### src/rtl/alu_operand_stage.sv
// ALU operand-select stage: forwards rs1/rs2, detects load-use hazards and
// presents A/B/store operands to EX through a one-deep valid/ready register.
module alu_operand_stage #(
    parameter int unsigned WIDTH  = 32,
    parameter int unsigned REG_AW = 5,
    parameter int unsigned CNT_W  = 16
) (
    input  logic              clk,
    input  logic              rst_n,
    input  logic              flush,
    input  logic              in_valid,
    output logic              in_ready,
    input  logic [REG_AW-1:0] in_rs1_addr,
    input  logic [REG_AW-1:0] in_rs2_addr,
    input  logic [WIDTH-1:0]  in_rs1_data,
    input  logic [WIDTH-1:0]  in_rs2_data,
    input  logic              in_rs2_used,
    input  logic [WIDTH-1:0]  in_imm,
    input  logic [WIDTH-1:0]  in_pc,
    input  logic [1:0]        in_a_sel,
    input  logic [1:0]        in_b_sel,
    input  logic              exm_wr_en,
    input  logic [REG_AW-1:0] exm_rd,
    input  logic [WIDTH-1:0]  exm_data,
    input  logic              exm_is_load,
    input  logic              wb_wr_en,
    input  logic [REG_AW-1:0] wb_rd,
    input  logic [WIDTH-1:0]  wb_data,
    output logic              out_valid,
    input  logic              out_ready,
    output logic [WIDTH-1:0]  out_a,
    output logic [WIDTH-1:0]  out_b,
    output logic [WIDTH-1:0]  out_store_data,
    output logic [CNT_W-1:0]  stall_cnt
);

    logic             valid_q, valid_d;
    logic [WIDTH-1:0] a_q, a_d;
    logic [WIDTH-1:0] b_q, b_d;
    logic [WIDTH-1:0] sd_q, sd_d;
    logic [CNT_W-1:0] cnt_q, cnt_d;

    logic [WIDTH-1:0] rs1_fwd, rs2_fwd;
    logic             hazard;
    logic             accept;

    // EX/MEM has priority over MEM/WB; x0 is never forwarded.
    always_comb begin
        rs1_fwd = in_rs1_data;
        if (exm_wr_en && (exm_rd == in_rs1_addr) && (in_rs1_addr != '0)) begin
            rs1_fwd = exm_data;
        end else if (wb_wr_en && (wb_rd == in_rs1_addr) && (in_rs1_addr != '0)) begin
            rs1_fwd = wb_data;
        end

        rs2_fwd = in_rs2_data;
        if (exm_wr_en && (exm_rd == in_rs2_addr) && (in_rs2_addr != '0)) begin
            rs2_fwd = exm_data;
        end else if (wb_wr_en && (wb_rd == in_rs2_addr) && (in_rs2_addr != '0)) begin
            rs2_fwd = wb_data;
        end
    end

    assign hazard = in_valid && exm_wr_en && exm_is_load && (exm_rd != '0) &&
                    (((in_a_sel == 2'd0) && (exm_rd == in_rs1_addr)) ||
                     (in_rs2_used && (exm_rd == in_rs2_addr)));

    assign in_ready = (!valid_q || out_ready) && !hazard;
    assign accept   = in_valid && in_ready;

    always_comb begin
        a_d     = a_q;
        b_d     = b_q;
        sd_d    = sd_q;
        valid_d = valid_q;
        cnt_d   = cnt_q;

        if (accept) begin
            case (in_a_sel)
                2'd0:    a_d = rs1_fwd;
                2'd1:    a_d = in_pc;
                default: a_d = '0;
            endcase
            case (in_b_sel)
                2'd0:    b_d = rs2_fwd;
                2'd1:    b_d = in_imm;
                2'd2:    b_d = WIDTH'(4);
                default: b_d = '0;
            endcase
            sd_d = rs2_fwd;
        end

        if (flush) begin
            valid_d = 1'b0;
        end else if (accept) begin
            valid_d = 1'b1;
        end else if (out_ready) begin
            valid_d = 1'b0;
        end

        if (hazard && (cnt_q != '1)) begin
            cnt_d = cnt_q + CNT_W'(1);
        end
    end

    always_ff @(posedge clk or negedge rst_n) begin
        if (!rst_n) begin
            valid_q <= 1'b0;
            a_q     <= '0;
            b_q     <= '0;
            sd_q    <= '0;
            cnt_q   <= '0;
        end else begin
            valid_q <= valid_d;
            a_q     <= a_d;
            b_q     <= b_d;
            sd_q    <= sd_d;
            cnt_q   <= cnt_d;
        end
    end

    assign out_valid      = valid_q;
    assign out_a          = a_q;
    assign out_b          = b_q;
    assign out_store_data = sd_q;
    assign stall_cnt      = cnt_q;

endmodule

### config.mk
export PLATFORM = sky130hd
export DESIGN_NAME = alu_operand_stage
export DESIGN_NICKNAME = d
export VERILOG_FILES = /design/src/rtl/alu_operand_stage.sv
export SDC_FILE = /design/constraint.sdc
export NUM_CORES = 1
export LEC_CHECK = 0
export CORE_ASPECT_RATIO = 1.4
export CORE_UTILIZATION = 38
export DETAILED_ROUTE_END_ITERATION = 6
export GPL_TIMING_DRIVEN = 0
export PLACE_DENSITY = 0.79
export SLEW_MARGIN = 0
export SYNTH_ARGS = -nofsm -noshare
export SYNTH_HDL_FRONTEND = slang
export SYNTH_SLANG_ARGS = --single-unit
### constraint.sdc
create_clock -name clk -period 1.7 [get_ports clk]
set_clock_uncertainty 0.1 [all_clocks]
set_input_delay 0.34 -clock clk [delete_from_list [all_inputs] [get_ports clk]]
set_output_delay 0.34 -clock clk [all_outputs]
set_load 0.02 [all_outputs]
==> results.toml <==
[route]
postRouteAntennaNets = 0
wire_per_inst_um = 24.6
vias_per_cell = 5.83
vias = 8488
dr.pass1.iters = 7
routed_wl_um = 35800
drc = 0
drtIter0Drc = 601

[worst_hold_path]
min_from = "in_b_sel[1]"
min_path_cells = 4
hp-class = "in -> reg"
min_to = "out_b[30]$_DFFE_PN0P_"

[floorplan]
coreArea_um2 = 18000
placementRows = 58
start_util = 0.388
die_x_um = 117
io_pins = 339
die_area_um2 = 18900
die_h_um = 162

[critical_path]
slowest_delay_ns = 0.54
worstSetupPathType = "in -> reg"
crit_cells = 10
reg2reg_to = "stall_cnt[14]$_DFFE_PN0P_"
crit_slowest_cell = "or4_4"
end_kind = "flop"
cp_common_cell = "buf_8"
arrival_ns = 2.22
r2r-start = "stall_cnt[8]$_DFFE_PN0P_"
reg2regPathDepth = 7
crit_required_ns = 1.91
critPathBufInv = 5
r2r_slack_ns = -0.17
cp_cell_sequence = "buf_8 -> or4_4 -> o2111ai_4 -> a21oi_4 -> nand3b_4 -> buf_8 -> buf_8 -> buf_6 -> clkbuf_16 -> a21o_1"
cp_top_family = "simple AND/OR/NAND/NOR gates"
critical_path.max_fanout = 6
critPathLaunchType = "input port"

[place]
place_area_um2 = 10700
gp_congestion = 0.881
dp_hpwl_um = 23400
port_buffers = 335

[final_layout]
regArea_um2 = 2830
fillCellCount = 1250
final_cell_mix = "196 x clkdlybuf4s50_1, 118 x dlygate4sd2_1, 110 x dfrtp_1"
drive_above_1_share = 0.300
final_common_cell = "clkdlybuf4s50_1"
fin_nets = 1429
design_area_um2 = 13700
antennaDiodeCount = 0
multiInputGateArea_um2 = 4920
areaGrowthSynthToFinish_pct = 96.3

[synthesis]
syn_area_per_cell_um2 = 8.94
synth_ff_type = "dfrtp_1"
syn_nets = 1007
synth-seq-cells = 113
synth-edff-count = 0
yosys.area_share.simple = 0.164
synth_area_um2 = 6990
synthCells = 781
synth_top_family_by_area = "compound AO/OA/AOI/OAI gates"
ys_types = 46
synth-xor-area-share = 0.0426
synth_mux_area_frac = 0.0965
ys_warn_count = 0
synth-compound-area-share = 0.230
ys_async_sr_fraction = 1.00
seq_area_frac_synth = 0.405
synth_fa_ha_area_frac = 0.00179

[clock_network]
clk_pin_slew_ns = 0.06
cts_root_buf = "clkbuf_16"
cts.sinks = 113
cts_buffers = 17
worstSkewPairLatency_ns = 0.41
cts.path.max_buffers = 2
cts_tree = "done"
htree_levels = 4

[grt]
antenna_found_initial = 0
grt_usage = 0.361
grt_max_degree = 58
gr-total-overflow = 0
grt_pass1_vias = 8502
grt_pass1_wl_um = 49600

[timing]
hold_slack_ns = 0.322
hold_viol = 0
final-setup-viol-count = 114
fin_crit_ns = 2.01
min_period_over_period = 1.18
worst-slew-pin-transition_ns = 0.939
fmax_mhz = 498
final.setup.worst_slack_ns = -0.310
max_slew_margin = 0.374
rsz0062_at_grt = "yes"
slew_viol_final = 0

[power]
power_density_nw_per_um2 = 763
ir_worst_vdd_v = 0.000617
p_leak_uw = 0.00597

[job]
cap_viol_max_count = 0

[run_status]
status = "finished with violations"
violations = "setup timing"
-- state kept, by name, summed over array words and instances, names as in the netlist --
register and cells:
out_a 32, out_store_data 32, out_valid 1, out_b 32, stall_cnt 16
-- final cells by class --
cell class	instances	share of cell area
Multi-Input combinational cell	598	0.359
Tap cell	240	0.0219
Inverter	3	0.000821
Clock buffer	21	0.0336
Clock inverter	10	0.0151
Sequential cell	113	0.206
Timing Repair Buffer	404	0.311
Buffer	66	0.0524
-- cell families (layout without fill, tap and decap cells) --
family / count (synthesis) / in the layout
buf+inv: 70 / 504
fa+ha+maj: 1 / 1
xor+xnor: 34 / 34
compound gates: 257 / 257
mux: 67 / 67
flops: 113 / 113
simple gates: 239 / 239
-- per-stage QoR --
step / instances / utilization / power, µW / TNS [ns] / setup slack (ns)
2_1_floorplan: 781 / - / 4260 / -33.69 / -0.335
3_3_place_gp: 1356 / 0.595 / 5760 / -647.45 / -4.87
3_5_place_dp: 1357 / 0.597 / 5800 / -148.99 / -1.53
4_1_cts: 1451 / 0.720 / 10200 / -24.54 / -0.301
5_1_grt: 1455 / 0.762 / 10800 / -37.59 / -0.442
6_report: 1455 / 0.762 / 10500 / -26.69 / -0.310
-- routing by layer --
metal,track usage,vias to the layer above,routed length [µm]
li1,-,3662,-
met1,0.408,4135,12600
met2,0.614,550,18100
met3,0.0822,141,3100
met4,0.215,0,2000
met5,0,-,0
-- cells in the mapped netlist, drive strengths merged (23+ instances only) --
| library cell | number | area, µm² |
|---|---|---|
| nand2 | 129 | 484 |
| dfrtp | 113 | 2830 |
| o21ai | 93 | 465 |
| a21oi | 66 | 334 |
| mux2i | 64 | 641 |
| buf | 37 | 298 |
| nor2 | 35 | 136 |
| nand2b | 33 | 206 |
| a21o | 31 | 233 |
| o311ai | 31 | 272 |
| a211oi | 30 | 230 |
| clkbuf | 30 | 114 |
| xnor2 | 23 | 201 |
-- what timing repair did --
action | CTS | global route
hold endpoints to repair | 56 | 0
setup endpoints to repair | 227 | 116
gates cloned | 20 | 2
resized for setup | 421 | 181
setup buffers | 44 | 11
hold buffers | 1 | 0
pin swaps | 101 | 93
-- worst min-delay path, stage by stage --
cell	delay, ns
clkbuf_1	0.25
a21oi_2	0.05
o211ai_1	0.09
o21ai_2	0.05
-- worst max-delay path by stage --
stage | end | slack, ns | start
after floorplan | out_a[0]$_DFFE_PN0P_ | -0.33 | exm_rd[1]
after global placement | stall_cnt[7]$_DFFE_PN0P_ | -4.87 | rst_n
after detailed placement | out_b[30]$_DFFE_PN0P_ | -1.53 | in_rs2_addr[2]
after CTS | in_ready | -0.30 | exm_rd[2]
after global routing | out_b[7]$_DFFE_PN0P_ | -0.44 | wb_rd[4]
final | out_b[2]$_DFFE_PN0P_ | -0.31 | exm_rd[2]
-- power by group --
group / internal, µW / switching [µW]
clock network: 2820 / 1300
registers: 2970 / 201
logic: 1550 / 1630
(Power assumes the default switching activity.)
